[src/rtl/multi_pulse_generator_pkg.sv]
// Shared types for the multi-channel pulse generator (package pulse_gen_pkg).
// The optional LED stretch width is only used when PULSE_GEN_LED_EN is defined.
package pulse_gen_pkg;

  typedef enum logic [1:0] {IDLE, DELAY, HIGH, GAP} pg_state_t;

  localparam int PG_LED_STRETCH_W = 22;

endpackage

[src/rtl/multi_pulse_generator_channel.sv]
// One pulse-train channel: delay, then rep pulses of width W separated by gap G.
// Optional LED outputs (stretched pulse, delay indicator) under PULSE_GEN_LED_EN.
module pulse_channel
  import pulse_gen_pkg::*;
#(
  parameter int CNT_W = 32,
  parameter int REP_W = 10
) (
  input  logic             clk,
  input  logic             reset,
  input  logic             start_i,
  input  logic             stop_i,
  input  logic [CNT_W-1:0] delay_i,
  input  logic [CNT_W-1:0] width_i,
  input  logic [CNT_W-1:0] gap_i,
  input  logic [REP_W-1:0] rep_i,
  output logic             pulse_o,
  output logic             busy_o,
  output logic             done_o
`ifdef PULSE_GEN_LED_EN
  ,
  output logic             pulse_led_o,
  output logic             delay_led_o
`endif
);

  pg_state_t        state_q, state_d;
  logic [CNT_W-1:0] cnt_q, cnt_d;
  logic [CNT_W-1:0] wid_q, wid_d;
  logic [CNT_W-1:0] gap_q, gap_d;
  logic [REP_W-1:0] rep_q, rep_d;
  logic [REP_W-1:0] pcnt_q, pcnt_d;
  logic             pulse_q, busy_q, done_q;
  logic             pulse_d;
  logic             cancel, accept, is_last;

  // Outputs trail the FSM by one register stage; busy_q stays high for the
  // completion cycle, so the channel counts as active until its last pulse has fallen.
  assign cancel  = stop_i && ((state_q != IDLE) || busy_q);
  assign accept  = start_i && !stop_i && (state_q == IDLE) && !busy_q;
  assign is_last = (rep_q != '0) && (pcnt_q == rep_q - REP_W'(1));
  assign pulse_d = (state_q == HIGH) && !cancel;

  always_comb begin
    state_d = state_q;
    cnt_d   = cnt_q;
    wid_d   = wid_q;
    gap_d   = gap_q;
    rep_d   = rep_q;
    pcnt_d  = pcnt_q;
    if (cancel) begin
      state_d = IDLE;
    end else begin
      case (state_q)
        IDLE: begin
          if (accept) begin
            // The delay goes straight into the down-counter; width/gap are kept clamped to >= 1.
            wid_d  = (width_i == '0) ? CNT_W'(1) : width_i;
            gap_d  = (gap_i == '0) ? CNT_W'(1) : gap_i;
            rep_d  = rep_i;
            pcnt_d = '0;
            if (delay_i == '0) begin
              state_d = HIGH;
              cnt_d   = wid_d - CNT_W'(1);
            end else begin
              state_d = DELAY;
              cnt_d   = delay_i - CNT_W'(1);
            end
          end
        end
        DELAY: begin
          if (cnt_q == '0) begin
            state_d = HIGH;
            cnt_d   = wid_q - CNT_W'(1);
          end else begin
            cnt_d = cnt_q - CNT_W'(1);
          end
        end
        HIGH: begin
          if (cnt_q == '0) begin
            pcnt_d = (pcnt_q == '1) ? pcnt_q : pcnt_q + REP_W'(1);
            if (is_last) begin
              state_d = IDLE;
            end else begin
              state_d = GAP;
              cnt_d   = gap_q - CNT_W'(1);
            end
          end else begin
            cnt_d = cnt_q - CNT_W'(1);
          end
        end
        GAP: begin
          if (cnt_q == '0) begin
            state_d = HIGH;
            cnt_d   = wid_q - CNT_W'(1);
          end else begin
            cnt_d = cnt_q - CNT_W'(1);
          end
        end
        default: state_d = IDLE;
      endcase
    end
  end

  always_ff @(posedge clk) begin
    if (reset) begin
      state_q <= IDLE;
      cnt_q   <= '0;
      wid_q   <= '0;
      gap_q   <= '0;
      rep_q   <= '0;
      pcnt_q  <= '0;
      pulse_q <= 1'b0;
      busy_q  <= 1'b0;
      done_q  <= 1'b0;
    end else begin
      state_q <= state_d;
      cnt_q   <= cnt_d;
      wid_q   <= wid_d;
      gap_q   <= gap_d;
      rep_q   <= rep_d;
      pcnt_q  <= pcnt_d;
      pulse_q <= pulse_d;
      busy_q  <= (state_q != IDLE) && !cancel;
      // IDLE with busy_q still set only happens right after a normal completion.
      done_q  <= (state_q == IDLE) && busy_q && !cancel;
    end
  end

  assign pulse_o = pulse_q;
  assign busy_o  = busy_q;
  assign done_o  = done_q;

`ifdef PULSE_GEN_LED_EN
  logic [PG_LED_STRETCH_W-1:0] str_q, str_d;

  // Reload on each rising pulse; count down only once the pulse is low so the LED
  // stays lit for at least 2^PG_LED_STRETCH_W cycles.
  always_comb begin
    str_d = str_q;
    if (pulse_d && !pulse_q) begin
      str_d = '1;
    end else if (!pulse_q && (str_q != '0)) begin
      str_d = str_q - PG_LED_STRETCH_W'(1);
    end
  end

  always_ff @(posedge clk) begin
    if (reset) begin
      str_q <= '0;
    end else begin
      str_q <= str_d;
    end
  end

  assign pulse_led_o = pulse_q || (str_q != '0);
  assign delay_led_o = (state_q == DELAY);
`endif

endmodule

[src/rtl/multi_pulse_generator.sv]
// NUM_CH independent pulse-train channels sharing one clock and reset.
// LED outputs exist only when PULSE_GEN_LED_EN is defined.
module multi_pulse_generator
  import pulse_gen_pkg::*;
#(
  parameter int NUM_CH = 4,
  parameter int CNT_W  = 32,
  parameter int REP_W  = 10
) (
  input  logic                    clk,
  input  logic                    reset,
  input  logic [NUM_CH-1:0]       start,
  input  logic [NUM_CH-1:0]       stop,
  input  logic [NUM_CH*CNT_W-1:0] delay_cycles,
  input  logic [NUM_CH*CNT_W-1:0] pulse_width_cycles,
  input  logic [NUM_CH*CNT_W-1:0] gap_cycles,
  input  logic [NUM_CH*REP_W-1:0] repetition,
  output logic [NUM_CH-1:0]       pulse_out,
  output logic [NUM_CH-1:0]       busy,
  output logic [NUM_CH-1:0]       done
`ifdef PULSE_GEN_LED_EN
  ,
  output logic [NUM_CH-1:0]       pulse_led,
  output logic [NUM_CH-1:0]       delay_led
`endif
);

  generate
    for (genvar gi = 0; gi < NUM_CH; gi++) begin : g_ch
      pulse_channel #(
        .CNT_W(CNT_W),
        .REP_W(REP_W)
      ) u_ch (
        .clk        (clk),
        .reset      (reset),
        .start_i    (start[gi]),
        .stop_i     (stop[gi]),
        .delay_i    (delay_cycles[gi*CNT_W +: CNT_W]),
        .width_i    (pulse_width_cycles[gi*CNT_W +: CNT_W]),
        .gap_i      (gap_cycles[gi*CNT_W +: CNT_W]),
        .rep_i      (repetition[gi*REP_W +: REP_W]),
        .pulse_o    (pulse_out[gi]),
        .busy_o     (busy[gi]),
        .done_o     (done[gi])
`ifdef PULSE_GEN_LED_EN
        ,
        .pulse_led_o(pulse_led[gi]),
        .delay_led_o(delay_led[gi])
`endif
      );
    end
  endgenerate

endmodule

[config.mk]
export PLATFORM = sky130hd
export DESIGN_NAME = multi_pulse_generator
export DESIGN_NICKNAME = d
export VERILOG_FILES = /design/src/rtl/multi_pulse_generator_pkg.sv /design/src/rtl/multi_pulse_generator_channel.sv /design/src/rtl/multi_pulse_generator.sv
export SDC_FILE = /design/constraint.sdc
export NUM_CORES = 2
export LEC_CHECK = 0
export CORE_MARGIN = 2
export CORE_UTILIZATION = 52
export CTS_CLUSTER_DIAMETER = 100
export CTS_CLUSTER_SIZE = 24
export DETAILED_ROUTE_END_ITERATION = 6
export GPL_ROUTABILITY_DRIVEN = 0
export PLACE_DENSITY = 0.75
export SYNTH_ARGS = -nofsm -noshare
export SYNTH_HDL_FRONTEND = slang
export SYNTH_SLANG_ARGS = --single-unit
[constraint.sdc]
create_clock -name clk -period 4.6 [get_ports clk]
set_input_delay 0.92 -clock clk [delete_from_list [all_inputs] [get_ports clk]]
set_output_delay 0.92 -clock clk [all_outputs]
set_load 0.02 [all_outputs]
# Word level (Yosys, flattened, before mapping)
# Cells that the tools add are included.
# classes
n_mul	0
add_sub_neg	28
div	0
magnitude_cmp	0
shift	0
n_bitwise	4
n_reduce_logical	108
n_eq_ne	40
n_mux	72
# op_table
op	n
2-to-1 mux 32 bit	28
subtractor 32 x 1 -> 32 bit (second input constant)	20
zero test 32 bit	16
one-hot mux 32 bit (3 select lines)	4
2-to-1 mux 10 bit	12
one-hot mux 10 bit (2 select lines)	4
adder 10 x 1 -> 10 bit (second input constant)	4
equality test 10 bit	4
equality test 10 bit (second input constant)	4
2-to-1 mux 2 bit	20
nonzero test 10 bit	4
subtractor 10 x 1 -> 10 bit (second input constant)	4
logical AND 1 bit	36
AND reduction 3 bit	12
one-hot mux 2 bit (3 select lines)	4
AND reduction 5 bit	4
equality test 2 bit (second input constant)	8
inequality test 2 x 1 -> 1 bit (second input constant)	8
inequality test 2 bit (second input constant)	8
nonzero test 2 bit	8
OR reduction 2 bit	8
zero test 1 bit	12
inequality test 3 bit (second input constant)	4
equality test 2 x 1 -> 1 bit (second input constant)	4
3 further kinds	12
# word_totals
reg_bits	484
mem_bits_ro	0
wordCells	288
in_bits	434
latch_bits	0
ramBits	0
memories	0

# Logic depth before layout (Yosys ltp)
# logic_depth
ltp_word	6
ltp_mapped	17

# By module
# A second synthesis with hierarchy kept.
# unflattened
hier_cells	4756
area_unflattened_um2	35178.7
# modules_own_cells
module	area_per_inst_um2	cells_each	n_inst
pulse_channel at g_ch[3].u_ch	9100.0	1202	1
pulse_channel at g_ch[1].u_ch	8818.5	1205	1
pulse_channel at g_ch[0].u_ch	8657.1	1175	1
pulse_channel at g_ch[2].u_ch	8603.3	1174	1

# Worst setup path after synthesis
# OpenSTA, ideal clock, no wires.
# synth_timing
path_type	input-to-reg
startpoint	input delay_cycles[43]
endpoint	register g_ch[1].u_ch.cnt_q[20]
setup_time_ps	74
arrival_ps	4425
t_required_ps	4526
path_slack_ps	100
path_buffers	4
stages	16
path_cell_list	or4_1 clkbuf_1 or2_2 nor3_2 buf_2 buf_2 a21oi_1 ha_1 or4b_2 clkbuf_1 nor4_1 a21bo_1 o32a_1 a21oi_1 or3_1 a31oi_1
# synth_between
elab_chain_len	4
# synth_lines
item	line	text
start, declared	multi_pulse_generator.sv:14	input logic [NUM_CH*CNT_W-1:0] delay_cycles,
subtractor 32 x 1 -> 32 bit / zero test 32 bit (equally long branches)	multi_pulse_generator_channel.sv:67, multi_pulse_generator_channel.sv:62	
2-to-1 mux 32 bit (*)	multi_pulse_generator_channel.sv:62	if (delay_i == '0) begin
2-to-1 mux 32 bit (*)	multi_pulse_generator_channel.sv:56	if (accept) begin
one-hot mux 32 bit (3 select lines) (*)	multi_pulse_generator_channel.sv:54	case (state_q)
end signal, assigned	multi_pulse_generator_channel.sv:118	cnt_q <= cnt_d;
end, declared	multi_pulse_generator_channel.sv:28	logic [CNT_W-1:0] cnt_q, cnt_d;
# Every way passes the cells marked *; elsewhere a longest branch is shown, timed or not. The select of a mux whose other input is x is not followed.
# A chain may end at the register's enable or synchronous reset.

# Worst setup path after layout
# layout_timing
startpoint	input pulse_width_cycles[51]
endpoint	register g_ch[1].u_ch.cnt_q[20]
# layout_between
elab_chain_len	6
# layout_lines
item	line	text
start, declared	multi_pulse_generator.sv:15	input logic [NUM_CH*CNT_W-1:0] pulse_width_cycles,
zero test 32 bit	multi_pulse_generator_channel.sv:58	wid_d = (width_i == '0) ? CNT_W'(1) : width_i;
2-to-1 mux 32 bit (*)	multi_pulse_generator_channel.sv:58	
subtractor 32 x 1 -> 32 bit (*)	multi_pulse_generator_channel.sv:64	cnt_d = wid_d - CNT_W'(1);
2-to-1 mux 32 bit (*)	multi_pulse_generator_channel.sv:62	
2-to-1 mux 32 bit (*)	multi_pulse_generator_channel.sv:56	
one-hot mux 32 bit (3 select lines) (*)	multi_pulse_generator_channel.sv:54	
# Marks and branches as above.

==> results.json <==
{
  "peakVddDrop_uv": 229,
  "stdcell_area_um2": 42200,
  "area_growth_pct": 21.9,
  "via_per_inst": 6.39,
  "rsz0062_at_grt": "false",
  "max_slew_margin_pct": 21.1,
  "ant_nets": 0,
  "yosysWarnings": 0,
  "fin_skew_ns": 0.0255,
  "final_common_cell": "nand2_1",
  "yosysSeqAreaShare_pct": 27.9,
  "firstDrtPassIters": 6,
  "wl_per_cell_um": 20.3,
  "critPathCaptureType": "register",
  "initial_core_util_pct": 52.6,
  "setup_violations": 0,
  "clk_pin_slew_ns": 0.10,
  "hold_class": "reg2reg",
  "status": "complete, no violations",
  "drt_iter0_drc": 4448,
  "synth_nets": 5282,
  "io_buffers": 445,
  "cts-root-buf": "clkbuf_16",
  "p_leak_nw": 15.2,
  "die_h_um": 262,
  "synth_top_area_share_pct": 27.9,
  "ctsHoldBuffers": 0,
  "cts-buffers-inserted": 25,
  "worstPathRequired_ns": 5.14,
  "critPathKind": "in2reg",
  "final_nets": 5774,
  "cts_tree": "done",
  "fin_util_pct": 64.1,
  "dieArea_um2": 68800,
  "drt_wl_total_um": 125000,
  "ys.flop_type": "dfxtp_1",
  "tightest_slew_ns": 1.18,
  "fin_crit_sh_pct": 93.4,
  "num_rows": 94,
  "cts_sinks": 484,
  "min_period_ns": 4.30,
  "syn-cell-area_um2": 34700,
  "core_area_um2": 65900,
  "vias": 39493,
  "drv_cap": 0,
  "final_cell_mix": "nand2_1, a21oi_1, dfxtp_1",
  "yosys-top-cells-area": "dfxtp_1, nand2_1, a21oi_1",
  "placed_cell_area_um2": 41500,
  "cts_htree_levels": 1,
  "powerDensity_nw_per_um2": 267,
  "timing.hold.ws_ns": 0.481,
  "synth_enable_flop_cells": 0,
  "grt_overflow": 0,
  "worstPathArrival_ns": 4.83,
  "ios": 446,
  "grt_max_degree": 135,
  "clockBufferDepth": 3,
  "grt_pass1_vias": 35905,
  "maxSlewViolCount": 0,
  "cp-start-kind": "input pin",
  "stdcell_count": 6182,
  "drc_errors": 0,
  "cp_max_fo": 6,
  "fmax_mhz": 233,
  "avgSynthCellArea_um2": 7.20,
  "cts.repair.resized": 0,
  "drive_gt1_share_pct": 8.48,
  "ys_ff_latch": 484,
  "ys_types": 94,
  "grt_pass1_wl_um": 197000,
  "async_flop_share_pct": 0,
  "cts_setup_buffers": 0,
  "synth_area_leader_cell": "dfxtp_1",
  "track_usage_pct": 34.4,
  "insertion_delay_ns": 0.61,
  "hold_viol_final": 0,
  "fp.dieW_um": 262,
  "dp_cells": 6145,
  "dp_hpwl_um": 94700,
  "grt_antenna_before_repair": 3,
  "synth_cells": 4816
}
-- final timing paths --
| check | slack [ns] | to | from | cells after the start |
|---|---|---|---|---|
| worst min-delay path | 0.48 | g_ch[2].u_ch.gap_q[31] | g_ch[2].u_ch.gap_q[31] | 2 |
| worst max register to register | 0.74 | g_ch[1].u_ch.cnt_q[17] | g_ch[1].u_ch.cnt_q[8] | 8 |
| worst min register to register | 0.48 | g_ch[2].u_ch.gap_q[31] | g_ch[2].u_ch.gap_q[31] | 2 |
| worst max-delay path | 0.30 | g_ch[1].u_ch.cnt_q[20] | pulse_width_cycles[51] | 15 |
-- cell usage after synthesis (70+ instances only) --
| master | instances |
|---|---|
| a211oi_1 | 70 |
| a21oi_1 | 521 |
| a31oi_1 | 82 |
| clkbuf_1 | 243 |
| dfxtp_1 | 484 |
| nand2_1 | 710 |
| nand3_1 | 106 |
| nor2_1 | 421 |
| nor3_1 | 248 |
| nor4_1 | 196 |
| o21ai_0 | 216 |
| or3_1 | 106 |
| or4_1 | 79 |
| xnor2_1 | 233 |
| xor2_1 | 219 |
-- critical path, stage by stage --
cell	delay (ns)
clkdlybuf4s50_1	0.42
or4_4	0.55
or4_1	0.55
or4_1	0.53
nand2b_1	0.12
a21oi_1	0.09
ha_1	0.22
or4b_2	0.25
nor4_1	0.07
buf_4	0.14
a21bo_1	0.28
o32a_1	0.17
a21oi_1	0.04
or3_1	0.34
a31oi_1	0.15
-- power breakdown --
group	internal, W	total, W	leakage [nW]	switching [W]
Combinational	0.00164	0.00385	10.9	0.00220
Sequential	0.00444	0.00476	3.96	0.000327
Clock	0.00115	0.00266	0.378	0.00151
-- registers in the layout (all words and copies together), names as in the netlist --
name,count
g_ch.u_ch.busy_o,4
g_ch.u_ch.cnt_q,128
g_ch.u_ch.done_o,4
g_ch.u_ch.gap_q,128
g_ch.u_ch.pcnt_q,40
g_ch.u_ch.pulse_o,4
g_ch.u_ch.rep_q,40
g_ch.u_ch.state_q,8
g_ch.u_ch.wid_q,128
-- logic make-up after synthesis --
family,Yosys count,synth area share (%)
AOI/OAI and AO/OA,1307,23.7
DFF,484,27.9
xor gates and xnor gates,453,11.5
adders and majority gates,32,1.15
and+or+nand+nor,2156,30.8
muxes,25,0.736
buffers and inverters,359,4.19
-- per-stage QoR --
| stage | setup WS, ns | setup TNS (ns) | power [W] |
|---|---|---|---|
| 3_3_place_gp | -0.233 | -0.958 | 0.00852 |
| 4_1_cts | 0.340 | 0 | 0.0112 |
| 5_1_grt | 0.131 | 0 | 0.0118 |
| 2_1_floorplan | 0.100 | 0 | 0.00716 |
| 6_report | 0.304 | 0 | 0.0113 |
| 3_5_place_dp | -0.306 | -1.87 | 0.00858 |
-- routing by layer --
| layer | share of wire (%) | wire, um | GRT usage (%) |
|---|---|---|---|
| met5 | 0.018 | 23 | 0 |
| met4 | 4.7 | 5910 | 14.0 |
| met3 | 9.3 | 11700 | 5.18 |
| met2 | 44 | 55700 | 54.6 |
| met1 | 42 | 52100 | 46.8 |
-- layout make-up --
class / count / area (um^2)
Clock buffer: 28 / 657
Sequential cell: 484 / 9690
Antenna cell: 2 / 5.00
Tap cell: 864 / 1080
Fill cell: 5981 / 23600
Inverter: 65 / 244
Timing Repair Buffer: 759 / 6840
Multi-Input combinational cell: 3973 / 23600
Clock inverter: 7 / 111
No activity file was read; power rests on OpenSTA's default activity.
